--- src/rtl/ddr_line_pkg.sv ---
// rtl/ddr_line_pkg.sv - shared constants and FSM state type for the DDR line buffer
package ddr_line_pkg;

  localparam int LINE_W         = 256;
  localparam int WORD_W         = 32;
  localparam int WORDS_PER_LINE = 8;
  localparam int OFF_W          = 3;

  typedef enum logic [2:0] {
    ST_IDLE,
    ST_WB,
    ST_WB_GAP,
    ST_RF,
    ST_RF_GAP
  } state_t;

endpackage

--- src/rtl/ddr_line_merge.sv ---
// rtl/ddr_line_merge.sv - word select and byte-enable merge into a 256-bit line
module ddr_line_merge
  import ddr_line_pkg::*;
(
  input  logic [LINE_W-1:0] i_line,
  input  logic [OFF_W-1:0]  i_off,
  input  logic [3:0]        i_be,
  input  logic [WORD_W-1:0] i_wdata,
  output logic [WORD_W-1:0] o_word,
  output logic [LINE_W-1:0] o_line
);

  // Select the addressed word and build the line with enabled bytes replaced
  always_comb begin
    o_word = i_line[32'(i_off)*WORD_W +: WORD_W];
    o_line = i_line;
    for (int b = 0; b < 4; b++) begin
      if (i_be[b]) begin
        o_line[32'(i_off)*WORD_W + b*8 +: 8] = i_wdata[b*8 +: 8];
      end
    end
  end

endmodule

--- src/rtl/ddr_line_buffer.sv ---
// rtl/ddr_line_buffer.sv - single-line write-back buffer, CPU word port to DDR line port (optional DDR_LINE_STATS_EN counters)
module ddr_line_buffer
  import ddr_line_pkg::*;
#(
  parameter int ADDR_W     = 30,
  parameter int GAP_CYCLES = 1
) (
  input  logic              clk,
  input  logic              reset,
  input  logic              cpu_en,
  input  logic [3:0]        cpu_we,
  input  logic [ADDR_W-1:0] cpu_addr,
  input  logic [31:0]       cpu_wdata,
  output logic [31:0]       cpu_rdata,
  output logic              cpu_stall,
  input  logic              ddr_calib,
  output logic              ddr_en,
  output logic              ddr_write,
  output logic [ADDR_W-1:0] ddr_addr,
  output logic [255:0]      ddr_wdata,
  input  logic [255:0]      ddr_rdata,
  input  logic              ddr_rdy
`ifdef DDR_LINE_STATS_EN
  ,
  output logic [31:0]       stat_hits,
  output logic [31:0]       stat_misses,
  output logic [31:0]       stat_wbs
`endif
);

  localparam int         TAG_W    = ADDR_W - OFF_W;
  localparam logic [1:0] GAP_LOAD = 2'(GAP_CYCLES - 1);

  state_t              r_state;
  state_t              w_next_state;
  logic                r_valid;
  logic                r_dirty;
  logic [TAG_W-1:0]    r_tag;
  logic [LINE_W-1:0]   r_line;
  logic [1:0]          r_gap_cnt;

  logic [TAG_W-1:0]    w_req_tag;
  logic                w_hit;
  logic [WORD_W-1:0]   w_word;
  logic [LINE_W-1:0]   w_merged;

  assign w_req_tag = cpu_addr[ADDR_W-1:OFF_W];
  assign w_hit     = r_valid && (r_tag == w_req_tag);
  assign cpu_rdata = w_word;

  ddr_line_merge u_merge (
    .i_line  (r_line),
    .i_off   (cpu_addr[OFF_W-1:0]),
    .i_be    (cpu_we),
    .i_wdata (cpu_wdata),
    .o_word  (w_word),
    .o_line  (w_merged)
  );

  // Next-state and DDR/CPU handshake outputs; DDR outputs are idle (zero) outside WB/RF
  always_comb begin
    w_next_state = r_state;
    cpu_stall    = 1'b0;
    ddr_en       = 1'b0;
    ddr_write    = 1'b0;
    ddr_addr     = '0;
    ddr_wdata    = '0;
    case (r_state)
      ST_IDLE: begin
        if (cpu_en && !w_hit) begin
          cpu_stall = 1'b1;
          if (ddr_calib) begin
            w_next_state = (r_valid && r_dirty) ? ST_WB : ST_RF;
          end
        end
      end
      ST_WB: begin
        cpu_stall = 1'b1;
        ddr_en    = 1'b1;
        ddr_write = 1'b1;
        ddr_addr  = {r_tag, {OFF_W{1'b0}}};
        ddr_wdata = r_line;
        if (ddr_rdy) w_next_state = ST_WB_GAP;
      end
      ST_WB_GAP: begin
        cpu_stall = 1'b1;
        if (r_gap_cnt == 2'd0) w_next_state = ST_RF;
      end
      ST_RF: begin
        cpu_stall = 1'b1;
        ddr_en    = 1'b1;
        ddr_addr  = {w_req_tag, {OFF_W{1'b0}}};
        if (ddr_rdy) w_next_state = ST_RF_GAP;
      end
      ST_RF_GAP: begin
        cpu_stall = 1'b1;
        if (r_gap_cnt == 2'd0) w_next_state = ST_IDLE;
      end
      default: begin
        cpu_stall    = 1'b1;
        w_next_state = ST_IDLE;
      end
    endcase
  end

  // State register plus line/tag/flag updates; reset abandons any DDR transaction in flight
  always_ff @(posedge clk) begin
    if (reset) begin
      r_state   <= ST_IDLE;
      r_valid   <= 1'b0;
      r_dirty   <= 1'b0;
      r_tag     <= '0;
      r_line    <= '0;
      r_gap_cnt <= 2'd0;
    end else begin
      r_state <= w_next_state;
      case (r_state)
        ST_IDLE: begin
          if (cpu_en && w_hit && (cpu_we != 4'b0000)) begin
            r_line  <= w_merged;
            r_dirty <= 1'b1;
          end
        end
        ST_WB: begin
          if (ddr_rdy) begin
            r_dirty   <= 1'b0;
            r_gap_cnt <= GAP_LOAD;
          end
        end
        ST_RF: begin
          if (ddr_rdy) begin
            r_line    <= ddr_rdata;
            r_tag     <= w_req_tag;
            r_valid   <= 1'b1;
            r_dirty   <= 1'b0;
            r_gap_cnt <= GAP_LOAD;
          end
        end
        ST_WB_GAP, ST_RF_GAP: begin
          if (r_gap_cnt != 2'd0) r_gap_cnt <= r_gap_cnt - 2'd1;
        end
        default: ;
      endcase
    end
  end

`ifdef DDR_LINE_STATS_EN
  logic [31:0] r_stat_hits;
  logic [31:0] r_stat_misses;
  logic [31:0] r_stat_wbs;

  assign stat_hits   = r_stat_hits;
  assign stat_misses = r_stat_misses;
  assign stat_wbs    = r_stat_wbs;

  // Event counters: hit cycles, miss departures from IDLE, completed write-backs
  always_ff @(posedge clk) begin
    if (reset) begin
      r_stat_hits   <= '0;
      r_stat_misses <= '0;
      r_stat_wbs    <= '0;
    end else begin
      if (r_state == ST_IDLE && cpu_en && w_hit) r_stat_hits <= r_stat_hits + 32'd1;
      if (r_state == ST_IDLE && (w_next_state == ST_WB || w_next_state == ST_RF))
        r_stat_misses <= r_stat_misses + 32'd1;
      if (r_state == ST_WB && ddr_rdy) r_stat_wbs <= r_stat_wbs + 32'd1;
    end
  end
`endif

endmodule

--- config.mk ---
export PLATFORM = sky130hd
export DESIGN_NAME = ddr_line_buffer
export DESIGN_NICKNAME = d
export VERILOG_FILES = /design/src/rtl/ddr_line_pkg.sv /design/src/rtl/ddr_line_merge.sv /design/src/rtl/ddr_line_buffer.sv
export SDC_FILE = /design/constraint.sdc
export NUM_CORES = 1
export LEC_CHECK = 0
export ABC_AREA = 0
export CAP_MARGIN = 20
export CORE_AREA = 2 2 253 255
export CTS_CLUSTER_SIZE = 25
export DETAILED_ROUTE_END_ITERATION = 10
export DIE_AREA = 0 0 255 257
export DONT_BUFFER_PORTS = 1
export HOLD_SLACK_MARGIN = 0.15
export PLACE_DENSITY = 0.47
export SLEW_MARGIN = 5
export SYNTH_ARGS = -nofsm -noshare
export SYNTH_HDL_FRONTEND = slang
export SYNTH_SLANG_ARGS = --single-unit
--- constraint.sdc ---
create_clock -name clk -period 3.55 [get_ports clk]
set_clock_uncertainty 0.15 [all_clocks]
set_input_delay 0.355 -clock clk [delete_from_list [all_inputs] [get_ports clk]]
set_output_delay 0.355 -clock clk [all_outputs]
set_load 0.02 [all_outputs]
# Yosys cells after proc, flatten, opt, wreduce, memory -nomap -nowiden
# Index checks and enable logic that the tools add are counted.
# Widths: inputs -> output; s select.
[op_classes] n_addsub=8 n_eq_ne=14 shifts=9 muxes=31 reduce_logical=20
[op_table] cell="$mux 256" count=7
[op_table] cell="$bwmux 256" count=4
[op_table] cell="$shift 8x34->256 const A" count=4
[op_table] cell="$shiftx 8x34->256" count=4
[op_table] cell="$pmux 256 s2" count=1
[op_table] cell="$shiftx 256x9->32" count=1
[op_table] cell="$neg 32->34" count=3
[op_table] cell="$pmux 30 s2" count=1
[op_table] cell="$neg 8->34" count=1
[op_table] cell="$eq 27x27->1" count=1
[op_table] cell="$add 8x5->9 const B" count=2
[op_table] cell="$mux 3" count=6
[op_table] cell="$ne 2x2->1 const B" count=8
[op_table] cell="$pmux 3 s5" count=1
[op_table] cell="$add 8x4->9 const B" count=1
[op_table] cell="$reduce_and 3->1" count=3
[op_table] cell="$reduce_bool 2->1" count=4
[op_table] cell="$eq 3x2->1 const B" count=2
[op_table] cell="$mux 1" count=6
[op_table] cell="$mux 2" count=3
[op_table] cell="$reduce_and 6->1" count=1
[op_table] cell="$logic_and 1x1->1" count=5
[op_table] cell="$pmux 2 s2" count=1
[op_table] cell="$reduce_bool 4->1" count=1
[op_table] cell="10 further kinds" count=11
[totals] reg_bits=290 in_bits=327 word_cells=88

# Depth between registers and ports, before layout
# Gate-level depths: netlist (run 1).
[depth] depth_word=12 mapped_depth=12 mapped_depth_nobuf=9

# Cells and area by module
# A second synthesis (run 1) with hierarchy kept.
[hier_totals] cells_unflattened=2794 hier_area_um2=24979.0
[modules_own_cells] module="ddr_line_buffer" n_inst=1 cells_each=2014 area_per_inst_um2=19129.6 seq_area_each_um2=5805.6
[modules_own_cells] module="ddr_line_merge" n_inst=1 cells_each=780 area_per_inst_um2=5849.4 seq_area_each_um2=0.0

# Worst setup path before layout (run 1)
# OpenSTA, ideal clock, no wires.
[synth_path] kind="in2reg" from="in cpu_addr[2]" to="reg r_line[7]" setup_ns=0.132 arrival_ns=2.593 required_time_ns=3.268 path_slack_ns=0.675 stages=10 path_buffers=3 cell_sequence="clkbuf_1 -> clkinv_1 -> clkbuf_1 -> ha_1 -> clkbuf_1 -> nor3b_1 -> nand4_1 -> o22a_1 -> o21ai_0 -> a31oi_1"
[synth_via] elab_chain_cells=12
[synth_rtl] element="start: declaration" line="ddr_line_buffer.sv:12" source="input logic [ADDR_W-1:0] cpu_addr,"
[synth_rtl] element="parallel branches: the longest is 9 deep, another holds $neg 32->34"
[synth_rtl] element="$mux 256 (*)" line="ddr_line_merge.sv:18" source="if (i_be[b]) begin"
[synth_rtl] element="$mux 256 (*)" line="ddr_line_buffer.sv:119" source="if (cpu_en && w_hit && (cpu_we != 4'b0000)) begin"
[synth_rtl] element="$pmux 256 s2 (*)" line="ddr_line_buffer.sv:117" source="case (r_state)"
[synth_rtl] element="end signal: assignment" line="ddr_line_buffer.sv:120" source="r_line <= w_merged;"
[synth_rtl] element="end signal: assignment" line="ddr_line_buffer.sv:132" source="r_line <= ddr_rdata;"
[synth_rtl] element="end: declaration" line="ddr_line_buffer.sv:39" source="logic [LINE_W-1:0] r_line;"
# Every way passes the cells marked *. The select of a mux whose other input is x is not followed.
# A chain may end at the register's enable or synchronous reset.

# Final worst setup path (run 1)
[layout_path] from="reg r_state[2]" to="reg r_line[220]"
[layout_via] elab_chain_cells=3
[layout_rtl] element="start: declaration" line="ddr_line_buffer.sv:34" source="state_t r_state;"
[layout_rtl] element="start signal: assignment" line="ddr_line_buffer.sv:116" source="r_state <= w_next_state;"
[layout_rtl] element="$eq 3x2->1 / $logic_not 3->1 (equally long branches)" line="ddr_line_buffer.sv:117"
[layout_rtl] element="$ne 2x2->1 (no source line) / $reduce_bool 2->1 (equally long branches)"
[layout_rtl] element="$reduce_and 3->1 (no source line)"
# Several ways; a longest one is shown, not always the timed one.

==> results of run 1 <==
-- where the power goes --
group / total (W) / internal, W / switching [W] / leakage [nW]
sequential: 0.00409 / 0.00360 / 0.000499 / 2.36
combinational: 0.00254 / 0.00105 / 0.00149 / 7.54
clock: 0.00398 / 0.00232 / 0.00166 / 0.603
total: 0.0106 / 0.00697 / 0.00365 / 10.5
-- sequential cells by signal (all words and copies together), names as in the netlist --
signal and flops:
r_gap_cnt 2, r_state 3, r_line 256, r_dirty 1, r_tag 27, r_valid 1
-- cells in the final DEF (no fill, tap or decap), types with 56 or more instances in the layout --
cell                            count
sky130_fd_sc_hd__a21oi_1           78
sky130_fd_sc_hd__a31oi_1           87
sky130_fd_sc_hd__and3_1           256
sky130_fd_sc_hd__dfxtp_1          288
sky130_fd_sc_hd__dlygate4sd3_1    436
sky130_fd_sc_hd__mux4_2            64
sky130_fd_sc_hd__nand2_1          270
sky130_fd_sc_hd__nand3_1          199
sky130_fd_sc_hd__nor2_1           180
sky130_fd_sc_hd__nor2b_1           72
sky130_fd_sc_hd__o21ai_0          181
sky130_fd_sc_hd__o21bai_1          56
sky130_fd_sc_hd__o22a_1            56
sky130_fd_sc_hd__o2bb2ai_1        104
sky130_fd_sc_hd__or3_1             60
-- layout make-up --
cell class,count,area share
antenna,22,0.002059
tap,846,0.03959
clock buffer,58,0.04179
inverter,32,0.004493
multi-input combinational,2061,0.5049
timing repair buffer,498,0.1856
sequential,290,0.2173
clock inverter,10,0.004259
-- metal layers --
layer,GRT usage,vias up,part of all wire
li1,-,10640,-
met1,0.4451,12140,0.38
met2,0.5598,1643,0.45
met3,0.09458,361,0.11
met4,0.1855,20,0.059
met5,0,-,0.0011
-- worst reg2reg max path, cell delays in order, from the launching register on --
cell	delay, ns
sky130_fd_sc_hd__dfxtp_1	0.57
sky130_fd_sc_hd__nand3b_1	0.42
sky130_fd_sc_hd__buf_4	0.39
sky130_fd_sc_hd__nand2_2	0.26
sky130_fd_sc_hd__nor2_1	0.59
sky130_fd_sc_hd__a22oi_1	0.13
sky130_fd_sc_hd__dlygate4sd3_1	0.60
sky130_fd_sc_hd__o21ai_0	0.09
sky130_fd_sc_hd__o311a_1	0.18
-- worst paths after layout --
path	end
setup / recovery	r_line[220]
hold / removal	r_line[133]
setup reg to reg	r_line[220]
hold reg to reg	r_line[178]
-- metrics by stage --
stage	cell area [um^2]	hold slack, ns
2_1_floorplan	20510	0.2864
3_3_place_gp	21030	0.3009
3_5_place_dp	21030	0.3052
4_1_cts	26650	0.1538
5_1_grt	26710	0.1800
6_report	26740	0.1779
-- cell families after synthesis --
logic type      count (synthesis)
compound gates                830
flops                         290
xor+xnor                       20
mux                            91
other cells                     1
buf+inv                       344
simple gates                 1110
fa+ha+maj                       7
-- repair_timing --
item,in CTS,in global routing
gates resized for setup,0,9
endpoints found under the setup margin,0,15
hold buffers,437,0
endpoints found under the hold margin,290,0
==> results.md, run 1 <==
Timing:
- The worst relative slew slack is 0.1503.
- The number of pins with negative max-slew slack in the final report is 0.
- Setup repair after global routing left no endpoint under its margin.
- In the post-route analysis, the smallest setup slack over all paths is 0.1263 ns.
- For the pin with the worst max-slew slack, the measured transition is 1.270 ns.
- The final hold violation count is 0.
- The setup TNS after final layout is 0 ns.
- The final period utilization is 0.9644.
- The worst path in the final design needs a cycle of 3.424 ns, including I/O delays and setup.
- The upper clock frequency limit is 292.1 MHz.
- Setup violations remaining at the end of the flow were counted as 0.

Place:
- After detailed placement, the design holds a cell count of 3290.
- Port buffering added 0 buffers.
- The HPWL after detailed placement is 80.32 mm.
- Routability-driven placement finished with a final weighted congestion of between 0.9 and 1.
- OpenSTA, run right after detailed placement, puts the worst setup slack at 0.3525 ns.

Synthesis:
- The Yosys step of the flow raised 0 warnings.
- The number of distinct library cell variants in the gate-level netlist after synthesis is 60.
- The proportion of synthesized chip area in sequential cells is 0.2831.
- The async set-reset flop share out of synthesis is 0.
- The count of flip-flops with a built-in enable after synthesis is 0.
- The fraction of the mapped netlist area in adder cells is 0.004271.
- Ranked by instance count, the synthesized netlist is headed by 290 x sky130_fd_sc_hd__dfxtp_1, 271 x sky130_fd_sc_hd__nand2_1, 256 x sky130_fd_sc_hd__and3_1.
- The parity-gate share of the synthesized area counting xor and xnor cells is 0.008542.
- The share of the synthesized area in compound gates (AO/OA/AOI/OAI) is 0.2823.
- The synthesized instance count is 2693.
- The share of synthesized area in the top cell type comes to 0.2831.
- Measured against the total synthesized area, the mux share comes to 0.08347.
- The synthesized design spends more area on one cell type than any other, namely sky130_fd_sc_hd__dfxtp_1.
- In this run, synthesis produced a sequential element count of slightly below 300.
- Averaged over all synthesized cells, the footprint is 7.615 um^2.
- The most used flip-flop cell after synthesis is sky130_fd_sc_hd__dfxtp_1.
- By area the synthesized netlist is led by sky130_fd_sc_hd__dfxtp_1 28%, sky130_fd_sc_hd__and3_1 7.8%, sky130_fd_sc_hd__mux4_2 7.0%.
- The combinational family with the most area after synthesis is compound AO/OA/AOI/OAI gates.
- The simple-gate share of the synthesized area is 0.2722.
- The most common cell in the synthesized netlist is sky130_fd_sc_hd__dfxtp_1.
- The mapped netlist covers ~21000 um^2.

Clocking:
- The post-CTS setup-driven buffer insertion count is 0.
- TritonCTS built the clock tree.
- The number of clock buffers added by TritonCTS is 39.
- After clock tree synthesis, the clock-pin slew on the worst setup and hold paths is 0.06 ns.
- In this run the deepest clock path goes through 3 buffers.
- For this design, the sink count on the clock tree is 290.
- The clock latency on the worst-skew pair is 0.56 ns.
- In this run the number of H-tree levels came out at 2.
- The clock tree root driver cell is sky130_fd_sc_hd__clkbuf_16.

Floorplan:
- In this run the core area contains 92 standard-cell rows.
- The die boundary width is 255 um.
- The effective utilization at floorplan is 0.3269.
- The floorplan step defined a core boundary enclosing 62740 um^2.
- The vertical extent of the die is 257 um.
- In this run the count of I/O pins placed on the die edge is 648.
- The die covers 65540 um^2.

Finish:
- The fraction of layout instances using a drive strength above 1 is 0.07460.
- The relative area change from synthesis to final layout is 30.38%.
- The finished layout holds 3817 standard cells, fillers aside.
- The number of nets in the layout is about 3300.
- The sequential standard cell area is 5811 um^2.
- Counting the fill cells in the layout gives around 6300.
- The multi-input combinational cells in the finished layout cover a total of around 13000 um^2.
- The final cell utilization of the core is 0.4262.

Power:
- In this run the power density over the cells is a little under 400 nW/um^2.
- The worst supply voltage drop on vdd is between 200 and 300 uV.
- Overall power consumption after layout is estimated at 0.01062 W.
- The leakage dissipation is about 10 nW.

Worst setup path:
- The slowest library cell on the worst path is sky130_fd_sc_hd__dlygate4sd3_1.
- The signal on the critical path passes through nand3b_1 -> buf_4 -> nand2_2 -> nor2_1 -> a22oi_1 -> dlygate4sd3_1 -> o21ai_0 -> o311a_1.
- At the worst endpoint, the required time is approximately 4 ns.
- The critical path contains buffers and inverters numbering 2 combined.
- On the critical path the largest part of the delay comes from simple AND/OR/NAND/NOR gates.
- The startpoint class of the critical path is a flop.
- For the worst setup path, the data arrival time is roughly 3.8 ns.
- Along the worst path, the maximum fanout reaches 24.
- The startpoint of the worst setup timing path is r_state[2].
- Counting buffers and inverters, the worst setup path is 8 cells deep.
- In this run the critical register-to-register path is launched from r_state[2].
- The largest single stage delay on the critical path is 0.60 ns.
- The worst reg2reg path depth is 8.
- The worst setup path is captured at a flop.
- The reg-to-reg setup timing slack is 0.13 ns.
- The worst setup path is of the flop to flop kind.

Detailed routing:
- The total vias in the final route is 24800.
- The detailed-route DRC error count is 0.
- The mean number of vias per cell is roughly 6.5.
- The first TritonRoute pass finished after 6 iterations.
- The residual antenna-violating net count after detailed routing is 0.
- The detailed router finished its first iteration with between 3000 and 4000 violations.
- The average wire per standard cell is 32.11 um.
- After detailed routing, the total wire length is 122.6 mm.

GRT:
- The first global-routing pass estimated roughly 170 mm of wire.
- In the global route stage, overall resource usage came out at 0.3562.
- The sum of overflow across all layers after global routing is 0.
- The number of antenna violations at the first check in global routing is 26.
- The number of global-route vias before repair is about 23000.
- The maximum number of pins on one net before global-route repair is 259.

Worst hold path:
- The instance count along the most critical hold path is 5.
- In this run the worst hold path is classified as input port to flop.
- The hold path startpoint is cpu_wdata[5].

Run:
- The count of maximum capacitance violations is 0.

Outcome:
- The flow ran to the end, and the final reports show no timing, DRC or antenna violations.
Power figures use the tool's default switching activity.
==> run 2, diff against run 1 <==
Settings changed: CTS_BUF_LIST set to sky130_fd_sc_hd__clkbuf_8, REMOVE_ABC_BUFFERS set to 1.
==> results.md, run 2 (synthesis results as in run 1) <==
Power:
- The switching share of total power is 0.3479.
- The clock network fraction of total power is 0.349.
- The design draws 0.01003 W.
- The proportion of power drawn by combinational gates is 0.251.
- For this design the total switching power over the nets is 0.003488 W.
- The worst supply voltage drop on vdd is 251.8 uV.
- Internal power comes to 0.006539 W.
- Power spread over the standard cell area amounts to about 380 nW/um^2.
- The sequential share of power is 0.400.
- The leakage dissipation is between 10 and 15 nW.

Floorplan:
- The row count is approximately 90.
- In this run the count of I/O pins placed on the die edge is 648.
- The effective utilization at floorplan is 0.3269.
- The area of the placeable core is 62740 um^2.
- The die boundary width is 255 um.
- The floorplan step defined a die boundary enclosing 65540 um^2.
- Measured along the y axis, the die boundary spans 257 um.

Clocking:
- The total clock buffers created by CTS is 57.
- The clock latency on the worst-skew pair is roughly 0.66 ns.
- The clock sink count is 290.
- The clock tree from TritonCTS is done.
- The clock tree root driver cell is sky130_fd_sc_hd__clkbuf_8.
- No sink is reached through more buffers than the 3 on the longest clock path.
- The count of H-tree levels built during CTS is 2.
- Clock-pin slew was measured on the worst setup and hold paths at about 0.07 ns.

Detailed routing:
- The mean number of vias per cell is ~6.5.
- The detailed-route DRC error count is 0.
- Dividing the detail-routed wire length by the instance count gives 29.16 um.
- For this run, the detailed router's first-pass iteration total came to 6.
- The final layout contains routed wiring with a total length of 111.7 mm.
- For this block, the initial DRC count from the detailed router was 2602.
- The detail route stage leaves a number of antenna-violating nets equal to 0.
- The routed layout has 24710 vias.

Timing:
- In the finished design, the share of the clock period the worst path needs comes to 0.9740.
- Setup repair after global routing could not meet its margin everywhere.
- Subtracting the final worst setup slack from the clock period gives roughly 3.5 ns.
- Headroom to the max-slew limit came out at 0.1108.
- The number of pins with negative max-slew slack in the final report is 0.
- The count of final setup violators is 0.
- The final hold violation count is 0.
- Setup total negative slack on the finished layout was measured at 0 ns.
- Static timing analysis puts the maximum clock frequency at 289.2 MHz.
- The slew at the pin with the worst max-slew slack is roughly 1.3 ns.

Finish:
- The final cell utilization of the core is 0.4232.
- The filler cells instantiated in the layout total 6376.
- The register with the most flip-flops in the layout has 256 of them.
- The number of nets in the layout is 3268.
- The relative area change from synthesis to final layout is 29.46%.
- The library cells used most frequently in the layout, excluding fill and tap cells, are 412 x sky130_fd_sc_hd__dlygate4sd3_1, 288 x sky130_fd_sc_hd__dfxtp_1, 271 x sky130_fd_sc_hd__nand2_1.
- Of the cells placed in the final design, the portion with a size suffix greater than 1 is 0.08642.
- In the final layout, the registers with the most flip-flops are r_line: 256 flops, r_tag: 27 flops, r_state: 3 flops.
- The most common cell after layout, fill and taps aside is sky130_fd_sc_hd__dlygate4sd3_1.
- The register with the most flip-flops is r_line.

Outcome:
- The flow ran to the end, and the final reports show no timing, DRC or antenna violations.

Worst setup path:
- The startpoint of the worst setup timing path is cpu_we[1].
- The data arrival at the endpoint of the critical path is approximately 3.9 ns.
- The worst setup path is captured at a flop.
- The startpoint of the lowest-slack register-to-register path is r_tag[3].
- The critical path in this run is classified as input port to flop.
- STA puts the critical path data required time at a little under 4 ns.
- The worst setup path is launched from an input port.
- The biggest fanout along the worst timing path is 21.

GRT:
- The total track usage is 0.3239.
- The number of global-route vias before repair was around 24000.
- Global routing finished with a remaining overflow of 0.
- The number of antenna violations at the first check in global routing is 6.
- The wire length of the first global-routing pass is 160.4 mm.
- The maximum number of pins on one net before global-route repair is 259.

Run:
- The tool flagged a number of max-cap violations equal to 0.

Place:
- The final RePlAce weighted congestion is 0.8696.
- Detailed placement ended at an HPWL of 69.07 mm.
- Port buffering added 0 buffers.

Worst hold path:
- The hold path startpoint is cpu_addr[2].
- The worst hold path belongs to the class input port to flop.
[run 2: cell count changes in the layout (fill, tap and decap cells not counted), sizes merged]
cell / before / now
dlygate4sd3: 436 / 412
buf: 62 / 80
diode: 22 / 10
clkbuf: 58 / 68
inv: 34 / 55
[run 2: metal layers]
layer	global-route usage	vias to the layer above	wire [um]
met5	0	-	0
met4	0.1431	0	5080
met3	0.07809	319	10710
met2	0.5149	1540	51030
met1	0.4146	12200	44880
li1	-	10650	-
[run 2: final cells by class]
type	count	area [um^2]	area share
multi-input combinational	2061	13520	0.5093
clock buffer	68	935.9	0.03525
sequential	290	5811	0.2189
timing repair buffer	492	4897	0.1845
tap	846	1059	0.03987
inverter	32	121.4	0.004572
clock inverter	31	177.7	0.006693
antenna	10	25.02	0.0009426
[run 2: worst paths after layout]
| kind | to | slack [ns] | cells past startpoint |
|---|---|---|---|
| setup / recovery | r_line[238] | 0.09 | 8 |
| hold / removal | r_line[232] | 0.16 | 5 |
| setup reg to reg | r_line[202] | 0.14 | 9 |
| hold reg to reg | r_line[47] | 0.35 | 1 |
[run 2: repair_timing]
action,CTS,global route
endpoints found under the hold margin,290,0
buffers inserted,0,1
gates resized for setup,2,7
pin swaps,0,2
endpoints found under the setup margin,1,45
hold buffers,416,0
[run 2: critical path, stage by stage]
cell and delay [ns]:
sky130_fd_sc_hd__dlygate4sd3_1 1.24, sky130_fd_sc_hd__nand3_1 0.20, sky130_fd_sc_hd__nor2_1 0.54, sky130_fd_sc_hd__o2bb2ai_1 0.20, sky130_fd_sc_hd__dlygate4sd3_1 0.60, sky130_fd_sc_hd__nand3_1 0.08
sky130_fd_sc_hd__dlygate4sd3_1 0.55, sky130_fd_sc_hd__nand3_1 0.07
[run 2: through the flow]
stage / instance area [um^2] / worst slack (ns) / std cells / hold WS, ns
after floorplan: 19280 / -15.20 / 2383 / 0.2741
after global placement: 21140 / 0.3093 / 3304 / 0.3013
after detailed placement: 21140 / 0.2693 / 3304 / 0.3065
after CTS: 26480 / 0.02254 / 3819 / 0.1505
after global routing: 26530 / -0.02470 / 3823 / 0.1528
final: 26550 / 0.09215 / 3830 / 0.1580
[run 2: power by group through the flow]
stage                     combinational (W)  sequential (W)  clock (W)
final                               0.00252         0.00401    0.00349
after global routing                0.00270         0.00403    0.00369
after CTS                           0.00248         0.00398    0.00355
after detailed placement            0.00191         0.00405          0
after global placement              0.00185         0.00404          0
after floorplan                     0.00144         0.00391          0
==> run 3, diff against run 2 <==
Settings changed: SETUP_SLACK_MARGIN set to 0.4.
==> results.md, run 3 (synthesis results as in run 1) <==
Place:
- The HPWL after detailed placement is approximately 69 mm.
- In this run the cell area measured after placement is 21140 um^2.
- At the end of routability-driven placement, the weighted congestion stood at between 0.8 and 0.9.
- Input and output buffers added on the ports amount to 0.

Clocking:
- Buffers inserted during clock tree synthesis total 57.
- The H-tree generated during clock tree synthesis spans 2 levels.
- The later pin in the worst-skew pair is clocked with a latency of 0.66 ns.
- The clock tree root driver cell is sky130_fd_sc_hd__clkbuf_8.
- The largest buffer count on any clock path is 3.
- Clock tree synthesis found a total of 290 sinks.
- The clock-pin slew on the worst setup and hold paths is ~0.060 ns.
- TritonCTS built the clock tree.

Floorplan:
- The I/O pin count is 648.
- The effective utilization at floorplan is 0.3269.
- The row count is 92.
- The vertical extent of the die is about 260 um.
- The die is around 260 um wide.
- The area of the die is 65540 um^2.
- The area of the placeable core is ~63000 um^2.

Finish:
- The area occupied by multi-input gates is 13590 um^2.
- Counting the fill cells in the layout gives 6343.
- The register with the most flip-flops in the layout has 256 of them.
- The finished cells cover ~27000 um^2.
- Compared with the post-synthesis result, the final layout area differs by 31.00%.
- In the final layout, the registers with the most flip-flops are r_line: 256 flops, r_tag: 27 flops, r_state: 3 flops.
- The register with the most flip-flops in the final layout is r_line.
- Of the cells placed in the final design, the portion with a size suffix greater than 1 is 0.09506.
- In the layout the commonest cells are 423 x sky130_fd_sc_hd__dlygate4sd3_1, 281 x sky130_fd_sc_hd__dfxtp_1, 270 x sky130_fd_sc_hd__nand2_1.
- The most common cell after layout, fill and taps aside is sky130_fd_sc_hd__dlygate4sd3_1.
- Once layout is complete, the utilization of the core stands at 0.4282.
- Registers take 5822 um^2.
- The final layout contains between 3000 and 4000 nets.

Worst setup path:
- The data arrival at the endpoint of the critical path is approximately 3.6 ns.
- The data required time of the critical path is between 3 and 4 ns.
- The critical path's largest stage delay is 1.29 ns.
- The worst setup path is launched from an input port.
- The kind of end point of the critical path is a flop.
- Along the worst path, the maximum fanout reaches 156.
- The critical path goes through dlygate4sd3_1 -> buf_16 -> nor2_4 -> a21oi_1 -> buf_4 -> o2bb2ai_1.
- The critical path class is input port to flop.
- The slowest library cell on the worst path is sky130_fd_sc_hd__dlygate4sd3_1.

GRT:
- The number of antenna violations at the first check in global routing was 8.
- The wire length of the first global-routing pass is 163.0 mm.
- The number of global-route vias before repair is 24080.
- Summed over all layers, the global routing overflow is 0.
- The total track usage is 0.3297.
- The maximum number of pins on one net before global-route repair is approximately 260.

Power:
- The worst supply voltage drop on vdd is ~250 uV.
- Power spread over the standard cell area amounts to about 370 nW/um^2.
- The leakage dissipation is 10.78 nW.
- The total chip power is 0.01002 W.

Timing:
- Setup repair after global routing could not meet its margin everywhere.
- The worst relative slew slack is 0.2283.
- Derived from the worst setup path, the maximum achievable clock frequency is 311.8 MHz.
- Of the available clock period, the critical path in the final layout requires 0.9034.
- At the pin with the least slew margin, the transition time is 1.154 ns.
- The final hold violation count was 0.
- The minimum period implied by the final worst setup slack is roughly 3.2 ns.
- The number of pins with negative max-slew slack in the final report was 0.
- Setup violations remaining at the end of the flow were counted as 0.
- Hold is met by roughly 0.20 ns.

Detailed routing:
- The detailed-route DRC error count is 0.
- The final routed wirelength across all metal layers is 113.9 mm.
- The average wire per standard cell is 29.58 um.
- The routed layout has around 25000 vias.
- The first TritonRoute pass finished after 5 iterations.
- The first-iteration detailed-routing DRC count is roughly 2600.
- The mean number of vias per cell is 6.457.
- The residual antenna-violating net count after detailed routing is 0.

Worst hold path:
- The path class of the tightest hold or removal check is input port to flop.

Run:
- Max-cap violations in this run came to 0.

Outcome:
- The flow ran to the end, and the final reports show no timing, DRC or antenna violations.
==> run 3: cell types whose count changed in the layout (fill, tap and decap cells not counted), moves of 4 or more <==
cell                            previous run  this run
sky130_fd_sc_hd__buf_12                   10         6
sky130_fd_sc_hd__dfxtp_1                 288       281
sky130_fd_sc_hd__dlygate4sd3_1           412       423
sky130_fd_sc_hd__dfxtp_2                   1         7
sky130_fd_sc_hd__diode_2                  10         5
sky130_fd_sc_hd__buf_4                    66        76
==> run 3: timing repair <==
item,in CTS,in global routing
hold buffers,424,0
pin swaps,7,9
hold endpoints to repair,290,0
setup endpoints to repair,116,82
gates cloned,1,1
setup buffers,3,12
gates resized for setup,13,29
==> run 3: through the flow <==
stage               setup slack [ns]  std cells  TNS [ns]
finish                        0.3428       3849         0
global route                  0.2387       3847         0
CTS                           0.3094       3831         0
detailed placement            0.2693       3304         0
global placement              0.3093       3304         0
floorplan                     -15.20       2383  -4278.92
==> run 3: worst max-delay path, delay by kind of cell <==
| family | cells | cell delay, ns |
|---|---|---|
| AOI/OAI and AO/OA | 2 | 0.47 |
| buffers and inverters | 3 | 2.09 |
| and+or+nand+nor | 1 | 0.33 |
==> run 3: layout make-up <==
class                      instances  area share
multi-input combinational       2061      0.5059
sequential                       290      0.2167
timing repair buffer             516      0.1915
tap                              846     0.03941
clock buffer                      68     0.03484
clock inverter                    31    0.006614
inverter                          32    0.004518
antenna                            5   0.0004658
==> run 3: routing by layer <==
metal | vias to the layer above | GRT usage | routed length, um
met5 | - | 0 | 50
met4 | 10 | 0.1555 | 5609
met3 | 383 | 0.08436 | 11770
met2 | 1616 | 0.5136 | 51020
met1 | 12150 | 0.4239 | 45390
li1 | 10700 | - | -
==> run 3: worst paths after layout <==
| kind | start | endpoint | slack [ns] | depth (start not counted) |
|---|---|---|---|---|
| max | reset | r_line[30] | 0.34 | 6 |
| min | cpu_we[3] | r_line[120] | 0.20 | 4 |
| max reg2reg | r_valid | r_line[175] | 0.42 | 6 |
| min reg2reg | r_line[47] | r_line[47] | 0.35 | 1 |
==> run 3: report_power, final <==
| part | switching (W) | internal (W) |
|---|---|---|
| Combinational | 0.00144 | 0.00106 |
| Clock | 0.00164 | 0.00186 |
| Sequential | 0.000426 | 0.00360 |
